$ cat src/rtl/fcims_order_seq_pkg.sv
// Shared definitions for the food-court order sequencer: op codes, response codes,
// FSM state encoding and default widths.
package fcims_order_seq_pkg;

    localparam int DEF_NUM_ITEMS = 4;
    localparam int DEF_W         = 4;
    localparam int DEF_BW        = 2 * DEF_W;

    localparam logic [1:0] OP_SELL     = 2'd0;
    localparam logic [1:0] OP_RESTOCK  = 2'd1;
    localparam logic [1:0] OP_SETPRICE = 2'd2;
    localparam logic [1:0] OP_CHECKOUT = 2'd3;

    localparam logic [1:0] ERR_OK        = 2'd0;
    localparam logic [1:0] ERR_NO_STOCK  = 2'd1;
    localparam logic [1:0] ERR_STOCK_OVF = 2'd2;
    localparam logic [1:0] ERR_BILL_OVF  = 2'd3;

    localparam logic [1:0] ST_IDLE = 2'd0;
    localparam logic [1:0] ST_EXEC = 2'd1;
    localparam logic [1:0] ST_RESP = 2'd2;

endpackage

$ cat src/rtl/fcims_order_seq_if.sv
// Command/response bundle between the order front-end (master) and the sequencer (slave).
interface fcims_order_seq_if #(
    parameter int IW = 2,
    parameter int W  = 4,
    parameter int BW = 8
);

    logic          req_valid;
    logic          req_ready;
    logic [1:0]    req_op;
    logic [IW-1:0] req_item;
    logic [W-1:0]  req_val;
    logic          resp_valid;
    logic [1:0]    resp_err;
    logic [BW-1:0] resp_fprice;
    logic [W-1:0]  resp_stock;
    logic [BW-1:0] bill;

    modport master (
        output req_valid, req_op, req_item, req_val,
        input  req_ready, resp_valid, resp_err, resp_fprice, resp_stock, bill
    );

    modport slave (
        input  req_valid, req_op, req_item, req_val,
        output req_ready, resp_valid, resp_err, resp_fprice, resp_stock, bill
    );

endinterface

$ cat src/rtl/fcims_order_seq_item_table.sv
// Per-item {price, stock} register file: one async read port, one write port with
// independent price/stock enables. Out-of-range indices read as 0 and never write.
module fcims_order_seq_item_table #(
    parameter int NUM_ITEMS = 4,
    parameter int W         = 4,
    parameter int IW        = 2
) (
    input  logic          clk,
    input  logic          rst_n,
    input  logic [IW-1:0] rd_idx_i,
    output logic [W-1:0]  rd_price_o,
    output logic [W-1:0]  rd_stock_o,
    input  logic [IW-1:0] wr_idx_i,
    input  logic          price_we_i,
    input  logic          stock_we_i,
    input  logic [W-1:0]  wr_price_i,
    input  logic [W-1:0]  wr_stock_i
);

    logic [W-1:0] price_q [NUM_ITEMS];
    logic [W-1:0] stock_q [NUM_ITEMS];

    logic rd_ok;
    logic wr_ok;

    assign rd_ok = int'(rd_idx_i) < NUM_ITEMS;
    assign wr_ok = int'(wr_idx_i) < NUM_ITEMS;

    always_comb begin
        rd_price_o = '0;
        rd_stock_o = '0;
        if (rd_ok) begin
            rd_price_o = price_q[rd_idx_i];
            rd_stock_o = stock_q[rd_idx_i];
        end
    end

    always_ff @(posedge clk or negedge rst_n) begin
        if (!rst_n) begin
            for (int i = 0; i < NUM_ITEMS; i++) begin
                price_q[i] <= '0;
                stock_q[i] <= '0;
            end
        end else begin
            if (price_we_i && wr_ok) price_q[wr_idx_i] <= wr_price_i;
            if (stock_we_i && wr_ok) stock_q[wr_idx_i] <= wr_stock_i;
        end
    end

endmodule

$ cat src/rtl/fcims_order_seq.sv
// Order sequencer: accepts one command at a time, evaluates it against the item table
// and bill register in EXEC, commits state and registers the response, pulses it in RESP.
module fcims_order_seq
    import fcims_order_seq_pkg::*;
#(
    parameter int NUM_ITEMS = DEF_NUM_ITEMS,
    parameter int W         = DEF_W,
    parameter int BW        = 2 * W
) (
    input logic              clk,
    input logic              rst_n,
    fcims_order_seq_if.slave bus
);

    localparam int IW = (NUM_ITEMS > 1) ? $clog2(NUM_ITEMS) : 1;

    logic [1:0]    state_q, state_d;
    logic [1:0]    op_q, op_d;
    logic [IW-1:0] item_q, item_d;
    logic [W-1:0]  val_q, val_d;
    logic [BW-1:0] bill_q, bill_d;
    logic [1:0]    resp_err_q, resp_err_d;
    logic [BW-1:0] resp_fprice_q, resp_fprice_d;
    logic [W-1:0]  resp_stock_q, resp_stock_d;

    logic [W-1:0]  rd_price;
    logic [W-1:0]  rd_stock;
    logic          price_we;
    logic          stock_we;
    logic [W-1:0]  wr_stock;
    logic          item_ok;
    logic [BW-1:0] fp;
    logic [BW:0]   bill_sum;
    logic [W:0]    stock_sum;

    fcims_order_seq_item_table #(
        .NUM_ITEMS (NUM_ITEMS),
        .W         (W),
        .IW        (IW)
    ) u_table (
        .clk        (clk),
        .rst_n      (rst_n),
        .rd_idx_i   (item_q),
        .rd_price_o (rd_price),
        .rd_stock_o (rd_stock),
        .wr_idx_i   (item_q),
        .price_we_i (price_we),
        .stock_we_i (stock_we),
        .wr_price_i (val_q),
        .wr_stock_i (wr_stock)
    );

    // Full-width product and one-bit-wider sums expose overflow without truncation.
    assign item_ok   = int'(item_q) < NUM_ITEMS;
    assign fp        = BW'(val_q) * BW'(rd_price);
    assign bill_sum  = {1'b0, bill_q} + {1'b0, fp};
    assign stock_sum = {1'b0, rd_stock} + {1'b0, val_q};

    assign bus.req_ready   = rst_n && (state_q == ST_IDLE);
    assign bus.resp_valid  = (state_q == ST_RESP);
    assign bus.resp_err    = resp_err_q;
    assign bus.resp_fprice = resp_fprice_q;
    assign bus.resp_stock  = resp_stock_q;
    assign bus.bill        = bill_q;

    always_comb begin
        state_d       = state_q;
        op_d          = op_q;
        item_d        = item_q;
        val_d         = val_q;
        bill_d        = bill_q;
        resp_err_d    = resp_err_q;
        resp_fprice_d = resp_fprice_q;
        resp_stock_d  = resp_stock_q;
        price_we      = 1'b0;
        stock_we      = 1'b0;
        wr_stock      = rd_stock;

        case (state_q)
            ST_IDLE: begin
                if (bus.req_valid && bus.req_ready) begin
                    op_d    = bus.req_op;
                    item_d  = bus.req_item;
                    val_d   = bus.req_val;
                    state_d = ST_EXEC;
                end
            end
            ST_EXEC: begin
                state_d       = ST_RESP;
                resp_err_d    = ERR_OK;
                resp_fprice_d = '0;
                resp_stock_d  = rd_stock;
                case (op_q)
                    OP_SELL: begin
                        resp_fprice_d = fp;
                        // Stock shortage outranks bill overflow.
                        if (!item_ok || (rd_stock < val_q)) begin
                            resp_err_d = ERR_NO_STOCK;
                        end else if (bill_sum[BW]) begin
                            resp_err_d = ERR_BILL_OVF;
                        end else begin
                            stock_we     = 1'b1;
                            wr_stock     = rd_stock - val_q;
                            resp_stock_d = wr_stock;
                            bill_d       = bill_sum[BW-1:0];
                        end
                    end
                    OP_RESTOCK: begin
                        if (!item_ok) begin
                            resp_err_d = ERR_NO_STOCK;
                        end else if (stock_sum[W]) begin
                            resp_err_d = ERR_STOCK_OVF;
                        end else begin
                            stock_we     = 1'b1;
                            wr_stock     = stock_sum[W-1:0];
                            resp_stock_d = wr_stock;
                        end
                    end
                    OP_SETPRICE: begin
                        price_we = item_ok;
                    end
                    default: begin
                        resp_fprice_d = bill_q;
                        bill_d        = '0;
                    end
                endcase
            end
            ST_RESP: begin
                state_d = ST_IDLE;
            end
            default: begin
                state_d = ST_IDLE;
            end
        endcase
    end

    always_ff @(posedge clk or negedge rst_n) begin
        if (!rst_n) begin
            state_q       <= ST_IDLE;
            op_q          <= OP_SELL;
            item_q        <= '0;
            val_q         <= '0;
            bill_q        <= '0;
            resp_err_q    <= ERR_OK;
            resp_fprice_q <= '0;
            resp_stock_q  <= '0;
        end else begin
            state_q       <= state_d;
            op_q          <= op_d;
            item_q        <= item_d;
            val_q         <= val_d;
            bill_q        <= bill_d;
            resp_err_q    <= resp_err_d;
            resp_fprice_q <= resp_fprice_d;
            resp_stock_q  <= resp_stock_d;
        end
    end

endmodule

$ cat src/flat_wrapper.sv
// flat-port wrapper written by rule: the top's interface ports become plain ports
module fcims_order_seq_flat import fcims_order_seq_pkg::*;
#(
    parameter int NUM_ITEMS = DEF_NUM_ITEMS,
    parameter int W         = DEF_W,
    parameter int BW        = 2 * W
)
  (clk, rst_n, bus_req_valid, bus_req_op, bus_req_item, bus_req_val, bus_req_ready, bus_resp_valid, bus_resp_err, bus_resp_fprice, bus_resp_stock, bus_bill);
  fcims_order_seq_if #(.IW(2), .W(W), .BW(BW)) bus_i ();
  input logic clk;
  input logic rst_n;
  input wire logic [$bits(bus_i.req_valid)-1:0] bus_req_valid;
  input wire logic [$bits(bus_i.req_op)-1:0] bus_req_op;
  input wire logic [$bits(bus_i.req_item)-1:0] bus_req_item;
  input wire logic [$bits(bus_i.req_val)-1:0] bus_req_val;
  output wire logic [$bits(bus_i.req_ready)-1:0] bus_req_ready;
  output wire logic [$bits(bus_i.resp_valid)-1:0] bus_resp_valid;
  output wire logic [$bits(bus_i.resp_err)-1:0] bus_resp_err;
  output wire logic [$bits(bus_i.resp_fprice)-1:0] bus_resp_fprice;
  output wire logic [$bits(bus_i.resp_stock)-1:0] bus_resp_stock;
  output wire logic [$bits(bus_i.bill)-1:0] bus_bill;
  assign bus_i.req_valid = bus_req_valid;
  assign bus_i.req_op = bus_req_op;
  assign bus_i.req_item = bus_req_item;
  assign bus_i.req_val = bus_req_val;
  assign bus_req_ready = bus_i.req_ready;
  assign bus_resp_valid = bus_i.resp_valid;
  assign bus_resp_err = bus_i.resp_err;
  assign bus_resp_fprice = bus_i.resp_fprice;
  assign bus_resp_stock = bus_i.resp_stock;
  assign bus_bill = bus_i.bill;
  fcims_order_seq #(.NUM_ITEMS(NUM_ITEMS), .W(W), .BW(BW)) u_core (.clk(clk), .rst_n(rst_n), .bus(bus_i));
endmodule
$ cat config.mk
export PLATFORM = sky130hd
export DESIGN_NAME = fcims_order_seq_flat
export DESIGN_NICKNAME = d
export VERILOG_FILES = /design/src/rtl/fcims_order_seq_pkg.sv /design/src/rtl/fcims_order_seq_if.sv /design/src/rtl/fcims_order_seq_item_table.sv /design/src/rtl/fcims_order_seq.sv /design/src/flat_wrapper.sv
export SDC_FILE = /design/constraint.sdc
export NUM_CORES = 1
export LEC_CHECK = 0
export ABC_AREA = 1
export CORE_MARGIN = 3
export CORE_UTILIZATION = 35
export DETAILED_ROUTE_END_ITERATION = 12
export PLACE_DENSITY = 0.54
export SLEW_MARGIN = 20
export SYNTH_ARGS = -nofsm -noshare
export SYNTH_HDL_FRONTEND = slang
export SYNTH_SLANG_ARGS = --single-unit
$ cat constraint.sdc
create_clock -name clk -period 6.4 [get_ports clk]
set_input_delay 1.6 -clock clk [delete_from_list [all_inputs] [get_ports clk]]
set_output_delay 1.6 -clock clk [all_outputs]
set_load 0.01 [all_outputs]
==> impl_metrics.tcl, run 1 <==
set metrics [dict create \
    outcome "finished clean" \
    numPortBuffers 34 \
    setup_ws_ns 1.45 \
    cts_made_buffers 9 \
    die_h_um 114 \
    gp_congestion 0.899 \
    tns_ns 0 \
    hp-class "reg -> reg" \
    num_io_pins 35 \
    syn_to_final_growth_pct 20.8 \
    core_mm2 0.0111 \
    synth_edf_count 0 \
    drt-initial-drc-count 179 \
    die_w_um 114 \
    diodes 0 \
    synth_seq_area_share_pct 39.6 \
    stdcell_area_mm2 0.00488 \
    cp_data_required_time_ns 6.62 \
    ys_ff_latch 64 \
    max_slew_margin_pct 44.3 \
    vias 3365 \
    hold_start "u_core.bus.resp_stock[3]" \
    gr-total-overflow 0 \
    synth_top_flop_cell "dfrtp_1" \
    max_freq_mhz 202 \
    reg2reg_depth 23 \
    cellPowerDensity_mw_per_mm2 357 \
    final_hold_viol_count 0 \
    setup_violations 0 \
    post-place-ws_ns 1.49 \
    min_period_over_period_pct 77.3 \
    skew_ns 0.0113 \
    clockRootBuffer "clkbuf_16" \
    hold_path_end "u_core.bus.resp_stock[3]" \
    r2r_start "u_core.item_q[1]" \
    hold_path_depth 2 \
    track_usage_pct 16.7 \
    end_kind "flop" \
    synth_top_cell_by_area "dfrtp_1" \
    syn_nets 551 \
    max-cap-violations 0 \
    clk_latency_ns 0.33 \
    path_max_fanout 10 \
    cts_htree_levels 3 \
    fin_nets 591 \
    synthCells 501 \
    cts_setup_buffers 0 \
    drive_above_1_share_pct 11.7 \
    synth_area_mm2 0.00405 \
    ant_nets 0 \
    num_rows 38 \
    netlist_top_cells_count "nand2_1 (154), dfrtp_1 (64), inv_1 (48), nor2_1 (44), ha_1 (32)" \
    first_pass_iters 4 \
    initial_core_util_pct 36.5 \
    worstSetupPathType "reg -> reg" \
    fin_util_pct 44.1 \
    cts_tree "yes" \
    r2r-end "u_core.bus.bill[6]" \
    yosysMostFrequentCell "nand2_1" \
    fin_crit_ns 4.95 \
    drt_wl_total_um 10200 \
    grt_max_degree 65 \
    via_per_inst 4.91 \
    arrival_ns 5.17 \
    netlist.area_leader.share_pct 39.6 \
    critPathLaunchType "flop" \
    grt_pass1_vias 3311 \
    slew_viol_final 0 \
    dpl-instance-area_mm2 0.00453 \
    die_area_mm2 0.0129 \
    grt_pass1_wl_um 17100 \
    p_leak_nw 2.48 \
    worst_pin_slew_ns 0.836 \
    route.detailed.drc 0 \
    dp_hpwl_um 7530 \
    cts_max_path_buffers 2 \
    antenna_found_initial 1 \
    yosys_warnings 0 \
    synthArstFlopShare_pct 100 \
    synth_area_leaders "dfrtp_1 (40%), nand2_1 (14%), ha_1 (9.9%), inv_1 (4.5%), nor2_1 (4.1%)" \
    r2r_slack_ns 1.45 \
    cts_sinks 64 \
    yosysUniqueCellTypes 38 \
    max-vdd-ir-drop_uv 156 \
    hold_buffers 0 \
    wl_per_cell_um 14.8 \
    avgSynthCellArea_um2 8.07 \
    cts_resized 0 \
    clkTransAtPathRegs_ns 0.06 \
    grt_setup_unrepaired "false" \
]
where the power goes:
group / switching [W] / leakage (nW) / internal [W] / total [W]
combinational: 0.000363 / 1.46 / 0.000244 / 0.000607
sequential: 0.0000652 / 0.844 / 0.000487 / 0.000553
clock: 0.000201 / 0.171 / 0.000385 / 0.000586
registers in the layout, indices dropped and copies added (netlist names):
name and cells:
u_core.op_q 2, u_core.bus.resp_fprice 8, u_core.item_q 2, u_core.val_q 4, u_core.u_table.price_q 16, u_core.bus.resp_stock 4
u_core.u_table.stock_q 16, u_core.bus.resp_err 2, u_core.state_q 2, u_core.bus.bill 8
critical path, cell delays in order, from the launching register on:
cell and delay (ns):
dfrtp_1 0.49, nor2_4 0.31, a22oi_1 0.15, o221ai_1 0.12, nand2_1 0.14, fa_1 0.55
inv_1 0.06, fa_1 0.58, inv_1 0.07, fa_1 0.45, o21ai_0 0.17, a21oi_1 0.09
xnor2_1 0.22, ha_1 0.33, nand2_1 0.10, inv_1 0.05, a21oi_2 0.17, nand2_1 0.11
o21ai_1 0.13, nand2_1 0.12, nor2_4 0.19, inv_2 0.10, nand2_1 0.08, o21ai_1 0.06
worst max-delay path by stage:
stage | end | slack (ns) | from
after floorplan | u_core.bus.bill[3] | 1.96 | u_core.item_q[1]
after global placement | u_core.bus.bill[5] | 1.63 | u_core.item_q[1]
after detailed placement | u_core.bus.bill[6] | 1.49 | u_core.item_q[1]
after CTS | u_core.bus.bill[6] | 1.41 | u_core.item_q[1]
after global routing | u_core.bus.bill[6] | 1.04 | u_core.item_q[1]
final | u_core.bus.bill[6] | 1.45 | u_core.item_q[1]
final cells by class:
class / count / area (µm²)
Sequential cell: 64 / 1600
Clock buffer: 9 / 225
Timing Repair Buffer: 35 / 343
Tap cell: 140 / 175
Fill cell: 1117 / 6190
Multi-Input combinational cell: 371 / 2190
Inverter: 60 / 226
Clock inverter: 7 / 125
logic make-up (layout without fill, tap and decap cells):
family | count (synthesis) | count (layout) | synth area share, %
xor+xnor | 11 | 11 | 2.38
buf+inv | 66 | 111 | 6.31
flops | 64 | 64 | 39.6
compound gates | 74 | 74 | 10.9
simple gates | 247 | 247 | 27.4
fa+ha+maj | 39 | 39 | 13.4
metal layers:
| layer | share of wire [%] | global-route usage [%] | vias up |
|---|---|---|---|
| met4 | 0.92 | 4.25 | 0 |
| met5 | 0 | 0 | - |
| li1 | - | - | 1683 |
| met2 | 44 | 25.3 | 74 |
| met3 | 4.3 | 3.71 | 7 |
| met1 | 51 | 24.3 | 1601 |
placed cells by master (no fill, tap or decap), types with 6 or more instances in the layout:
| master | synthesis | final |
|---|---|---|
| a21oi_1 | 26 | 26 |
| clkbuf_16 | 0 | 9 |
| clkdlybuf4s50_1 | 0 | 33 |
| dfrtp_1 | 64 | 64 |
| fa_1 | 7 | 7 |
| ha_1 | 32 | 32 |
| inv_1 | 48 | 48 |
| inv_2 | 9 | 9 |
| nand2_1 | 154 | 154 |
| nand2_2 | 11 | 11 |
| nand3_1 | 13 | 13 |
| nor2_1 | 44 | 44 |
| nor2_4 | 6 | 6 |
| o21ai_0 | 13 | 13 |
| o21ai_1 | 15 | 15 |
| xnor2_1 | 7 | 7 |
through the flow:
step	total power, W	instances	hold WS, ns
3_3_place_gp	0.00116	670	0.469
6_report	0.00175	686	0.482
3_5_place_dp	0.00116	670	0.469
2_1_floorplan	0.000955	501	0.449
4_1_cts	0.00176	686	0.484
5_1_grt	0.00187	686	0.500
(Power assumes the default switching activity.)
==> inputs of run 2 (changes only) <==
--- a/config.mk
+++ b/config.mk
@@ -9,7 +9,7 @@
 export CORE_MARGIN = 3
 export CORE_UTILIZATION = 35
 export DETAILED_ROUTE_END_ITERATION = 12
-export PLACE_DENSITY = 0.54
+export PLACE_DENSITY = 0.56
 export SLEW_MARGIN = 20
 export SYNTH_ARGS = -nofsm -noshare
 export SYNTH_HDL_FRONTEND = slang
==> constraint.sdc (replaced) <==
create_clock -name clk -period 4 [get_ports clk]
set_input_delay 1 -clock clk [delete_from_list [all_inputs] [get_ports clk]]
set_output_delay 1 -clock clk [all_outputs]
set_load 0.01 [all_outputs]
==> impl_metrics.tcl, run 2 (same netlist as run 1, synthesis figures left out) <==
set metrics [dict create \
    max-vdd-ir-drop_uv 249 \
    max_slew_margin_pct 44.0 \
    fin_nets 634 \
    gr-total-overflow 0 \
    num_io_pins 35 \
    skew_ns 0.00549 \
    grt_max_degree 65 \
    arrival_ns 4.73 \
    layout.cells.non_filler 729 \
    drive_above_1_share_pct 23.3 \
    antenna_found_initial 0 \
    slew_viol_final 0 \
    slowest_delay_ns 0.58 \
    num-fill-cells 1078 \
    max_freq_mhz 223 \
    ant_nets 0 \
    violations "setup timing" \
    cts_sinks 64 \
    tns_ns -10.98 \
    die_area_mm2 0.0129 \
    die_h_um 114 \
    route.detailed.drc 0 \
    numPortBuffers 34 \
    diodes 0 \
    first_pass_iters 4 \
    drt-initial-drc-count 186 \
    grt_pass1_vias 3409 \
    finalPower_w 0.00284 \
    critPathLaunchType "flop" \
    core_mm2 0.0111 \
    final_hold_viol_count 0 \
    outcome "finished, violations left" \
    largestRegisters "u_core.u_table.price_q: 16 flops, u_core.u_table.stock_q: 16 flops" \
    clkTransAtPathRegs_ns 0.06 \
    path_max_fanout 5 \
    fin_crit_ns 4.48 \
    setup_ws_ns -0.477 \
    worst_pin_slew_ns 0.840 \
    dp_hpwl_um 7620 \
    final_common_cell "nand2_1" \
    path_cells "nor2_4 -> a22oi_2 -> o221ai_2 -> nand2_2 -> fa_1 -> inv_2 -> fa_1 -> inv_2 -> fa_2 -> o21ai_2 -> a21oi_2 -> xnor2_2 -> ha_1 -> nand2_1 -> inv_1 -> a21oi_2 -> nand2_2 -> o21ai_2 -> nand2_2 -> nor2_4 -> nand3_1 -> o21ai_2" \
    mostFrequentLayoutCells "nand2_1 (143), dfrtp_1 (62), inv_1 (46)" \
    clockRootBuffer "clkbuf_16" \
    cp_data_required_time_ns 4.25 \
    initial_core_util_pct 36.5 \
    cts_tree "yes" \
    grt_setup_unrepaired "true" \
    syn_to_final_growth_pct 30.9 \
    via_per_inst 4.75 \
    cts_max_path_buffers 2 \
    vias 3462 \
    post-place-ws_ns -0.436 \
    max-cap-violations 0 \
    worstSetupPathType "reg -> reg" \
    setup_violations 30 \
    slowest_stage "fa_1" \
    drt_wl_total_um 10100 \
    min_period_over_period_pct 112 \
    num_rows 38 \
    p_leak_nw 2.67 \
    end_kind "flop" \
    wl_per_cell_um 13.9 \
    grt_pass1_wl_um 16800 \
    hp-class "reg -> reg" \
    cellPowerDensity_mw_per_mm2 536 \
    die_w_um 114 \
    cts_made_buffers 9 \
    track_usage_pct 16.6 \
    clk_latency_ns 0.33 \
    worst_hold_slack_ns 0.479 \
    gp_congestion 0.886 \
    place_inst 709 \
    cts_htree_levels 3 \
]
-- run 2: cell count changes in the layout (fill, tap and decap cells not counted), sizes merged --
cell / before / now
bufinv: 3 / 0
clkbuf: 9 / 10
inv: 60 / 58
buf: 2 / 45
clkinvlp: 0 / 4
-- run 2: area by class of cell --
type	count	area (µm²)	share of cell area, %
Sequential cell	64	1600	30.3
Multi-Input combinational cell	371	2320	43.8
Tap cell	140	175	3.31
Clock inverter	6	43.8	0.827
Clock buffer	10	239	4.51
Timing Repair Buffer	78	681	12.9
Inverter	60	231	4.37
-- run 2: path summary, 6_finish.rpt --
path                                          start                   endpoint  slack (ns)  cells after the start
min in group asynchronous                     rst_n  u_core.bus.resp_fprice[6]        0.89                      2
max                                u_core.item_q[1]         u_core.bus.bill[2]       -0.48                     22
min reg2reg                u_core.bus.resp_stock[1]   u_core.bus.resp_stock[1]        0.48                      2
max reg2reg                        u_core.item_q[1]         u_core.bus.bill[2]       -0.48                     22
max in group asynchronous                     rst_n           u_core.item_q[1]        2.52                      2
min                        u_core.bus.resp_stock[1]   u_core.bus.resp_stock[1]        0.48                      2
-- run 2: metrics by stage --
stage	instance area (µm²)	util [%]
final	5290	47.8
after global placement	4830	43.6
after floorplan	4050	-
after global routing	5290	47.8
after detailed placement	4830	43.6
after CTS	5200	46.9
-- run 2: critical path: cells and delay by family (launching register included) --
kind	cells	cell delay, ns
XOR/XNOR	1	0.18
flip-flops	1	0.48
buffers and inverters	3	0.15
AND/OR/NAND/NOR	7	0.91
AO/OA/AOI/OAI	7	0.88
adder cells (fa/ha/maj)	4	1.78
-- run 2: report_power, final --
part	switching (W)	total (W)	internal [W]
combinational	0.000648	0.00121	0.000562
sequential	0.000106	0.000887	0.000781
clock	0.000301	0.000737	0.000437
total	0.00105	0.00284	0.00178
-- run 2: timing repair --
action / CTS / global route
endpoints found under the setup margin: 30 / 30
hold buffers: 0 / 0
pin swaps: 9 / 14
setup buffers: 2 / 3
gates resized for setup: 16 / 21
-- run 2: layer usage --
metal	part of all wire (%)	vias to the layer above	GRT usage, %
li1	-	1765	-
met1	52	1634	24.4
met2	43	55	24.3
met3	3.2	8	3.55
met4	1.3	0	5.05
met5	0	-	0
==> inputs of run 3 (changes only) <==
--- a/config.mk
+++ b/config.mk
@@ -7,9 +7,10 @@
 export LEC_CHECK = 0
 export ABC_AREA = 1
 export CORE_MARGIN = 3
-export CORE_UTILIZATION = 35
+export CORE_UTILIZATION = 45
 export DETAILED_ROUTE_END_ITERATION = 12
-export PLACE_DENSITY = 0.56
+export PLACE_DENSITY = 0.68
+export SKIP_LAST_GASP = 1
 export SLEW_MARGIN = 20
 export SYNTH_ARGS = -nofsm -noshare
 export SYNTH_HDL_FRONTEND = slang
==> impl_metrics.tcl, run 3 (same netlist as run 1, synthesis figures left out) <==
set metrics [dict create \
    gr-total-overflow 0 \
    cp_data_required_time_ns 4.26 \
    clkTransAtPathRegs_ns 0.08 \
    die_w_um 101 \
    clk_latency_ns 0.35 \
    cpMostUsedCell "nand2_2" \
    setup_ws_ns -0.486 \
    vias 3642 \
    multiInputGateArea_mm2 0.00235 \
    p_leak_nw 2.68 \
    stdcell_area_mm2 0.00525 \
    drive_above_1_share_pct 25.1 \
    track_usage_pct 22.5 \
    largestRegisters "u_core.u_table.price_q: 16 flops, u_core.u_table.stock_q: 16 flops" \
    antenna_found_initial 0 \
    worst_pin_slew_ns 0.810 \
    grt_pass1_wl_um 18100 \
    hp-class "reg -> reg" \
    cts_max_path_buffers 2 \
    hold_buffers 0 \
    slowest_delay_ns 0.58 \
    fin_crit_ns 4.49 \
    cts_made_buffers 9 \
    switching_share_pct 38.9 \
    hold_start "u_core.bus.resp_stock[1]" \
    via_per_inst 5.24 \
    hold_path_depth 2 \
    ant_nets 0 \
    max_slew_margin_pct 46.0 \
    gp_congestion 0.878 \
    die_h_um 101 \
    route.detailed.drc 0 \
    grtUsageMet3_pct 4.01 \
    arrival_ns 4.74 \
    cts_htree_levels 3 \
    hold_path_end "u_core.bus.resp_stock[1]" \
    max_freq_mhz 223 \
    p_switching_w 0.00108 \
    syn_to_final_growth_pct 29.8 \
    p_seq_share_pct 31.9 \
    wl_per_cell_um 15.8 \
    internal_power_w 0.00170 \
    drt_wl_total_um 11000 \
    dp_hpwl_um 7750 \
    die_area_mm2 0.0102 \
    post-place-ws_ns -0.404 \
    grt_max_degree 65 \
    cts_sinks 64 \
    clockRootBuffer "clkbuf_8" \
    critPathLaunchType "flop" \
    combPwrFrac_pct 44.9 \
    r2r-end "u_core.bus.bill[1]" \
    top_usage_layer "met2" \
    worstSetupPathType "reg -> reg" \
    clockPowerShare_pct 23.2 \
    num-fill-cells 734 \
    setup_violations 30 \
    num_rows 33 \
    skew_ns 0.0142 \
    dpl-instance-area_mm2 0.00476 \
    end_kind "flop" \
    max-vdd-ir-drop_uv 308 \
    num_io_pins 35 \
    max-cap-violations 0 \
    final_common_cell "nand2_1" \
    path_max_fanout 6 \
    numPortBuffers 34 \
    core_mm2 0.00846 \
    reg2reg_depth 22 \
    cts_tree "yes" \
    r2r_start "u_core.item_q[1]" \
    met1_usage_pct 31.5 \
    diodes 0 \
    mostFrequentLayoutCells "nand2_1 (133), dfrtp_1 (62), inv_1 (47)" \
    slew_viol_final 0 \
    grtUsageMet2_pct 35.6 \
    slowest_stage "fa_1" \
    cellPowerDensity_mw_per_mm2 531 \
    drt-initial-drc-count 144 \
    violations "setup timing" \
    grt_pass1_vias 3752 \
    final_hold_viol_count 0 \
    min_period_over_period_pct 112 \
    grt_setup_unrepaired "true" \
    path_cells "nor2_4 -> a22oi_2 -> o221ai_2 -> nand2_2 -> fa_1 -> inv_2 -> fa_1 -> inv_1 -> fa_2 -> o21ai_2 -> a21oi_2 -> xnor2_2 -> ha_1 -> nand2_1 -> inv_1 -> a21oi_2 -> nand2_2 -> o21ai_2 -> nand2_2 -> nor2_4 -> nand2_4 -> o22ai_2" \
    initial_core_util_pct 47.8 \
    r2r_slack_ns -0.49 \
    regArea_mm2 0.00160 \
    fin_nets 635 \
    first_pass_iters 5 \
    outcome "finished, violations left" \
]
-- run 3: changes by cell type in the layout (fill, tap and decap cells not counted), moves of 2 or more --
cell,change
nand2_1,-10
clkinvlp_4,-4
nand2_2,+9
inv_2,-2
clkbuf_8,+8
bufinv_16,+2
clkbuf_16,-9
inv_6,+2
-- run 3: how the worst max path moves through the flow --
stage	from	endpoint	slack, ns	depth (start not counted)
4_1_cts	u_core.item_q[0]	u_core.bus.bill[2]	-0.35	23
2_1_floorplan	u_core.item_q[1]	u_core.bus.bill[3]	-0.22	23
5_1_grt	u_core.item_q[1]	u_core.bus.bill[6]	-0.76	23
6_report	u_core.item_q[1]	u_core.bus.bill[1]	-0.49	22
3_3_place_gp	u_core.item_q[0]	u_core.u_table.stock_q[1]	-0.29	25
3_5_place_dp	u_core.item_q[0]	u_core.u_table.stock_q[13]	-0.40	26
-- run 3: cell type report --
cell class | instances | share of cell area, %
multi-input combinational | 371 | 44.9
sequential | 64 | 30.6
timing repair buffer | 79 | 13.3
inverter | 60 | 4.46
tap | 105 | 2.50
clock buffer | 9 | 2.36
clock inverter | 7 | 1.91
-- run 3: layer usage --
| layer | wire length [µm] | part of all wire [%] |
|---|---|---|
| met4 | 135 | 1.2 |
| met3 | 576 | 5.2 |
| met1 | 5050 | 46 |
| met5 | 0 | 0 |
| met2 | 5250 | 48 |
-- run 3: timing repair --
action	CTS	global route
buffers inserted	5	4
pin swaps	2	24
gates resized for setup	15	35
endpoints found under the setup margin	30	30
-- run 3: critical path: cells and delay by family, from the launching register on --
kind / cells / cell delay (ns)
adder cells (fa/ha/maj): 4 / 1.77
AO/OA/AOI/OAI: 7 / 0.84
buffers and inverters: 3 / 0.18
XOR/XNOR: 1 / 0.18
flip-flops: 1 / 0.49
AND/OR/NAND/NOR: 7 / 0.91
-- run 3: power groups by stage --
| stage | clock network (W) | logic (W) | registers (W) |
|---|---|---|---|
| final | 0.000647 | 0.00125 | 0.000890 |
| after global routing | 0.000680 | 0.00139 | 0.000905 |
| after CTS | 0.000655 | 0.00118 | 0.000884 |
| after detailed placement | 0 | 0.00113 | 0.000893 |
| after global placement | 0 | 0.00110 | 0.000889 |
| after floorplan | 0 | 0.000634 | 0.000893 |
-- run 3: per-stage QoR --
stage	instances	TNS, ns	power, W	utilization (%)	hold slack [ns]
final	695	-12.87	0.00279	62.0	0.480
after global routing	695	-20.22	0.00297	62.0	0.507
after floorplan	501	-3.86	0.00153	-	0.442
after detailed placement	670	-10.77	0.00202	56.2	0.461
after CTS	691	-9.49	0.00272	60.3	0.480
after global placement	670	-7.47	0.00199	56.2	0.456
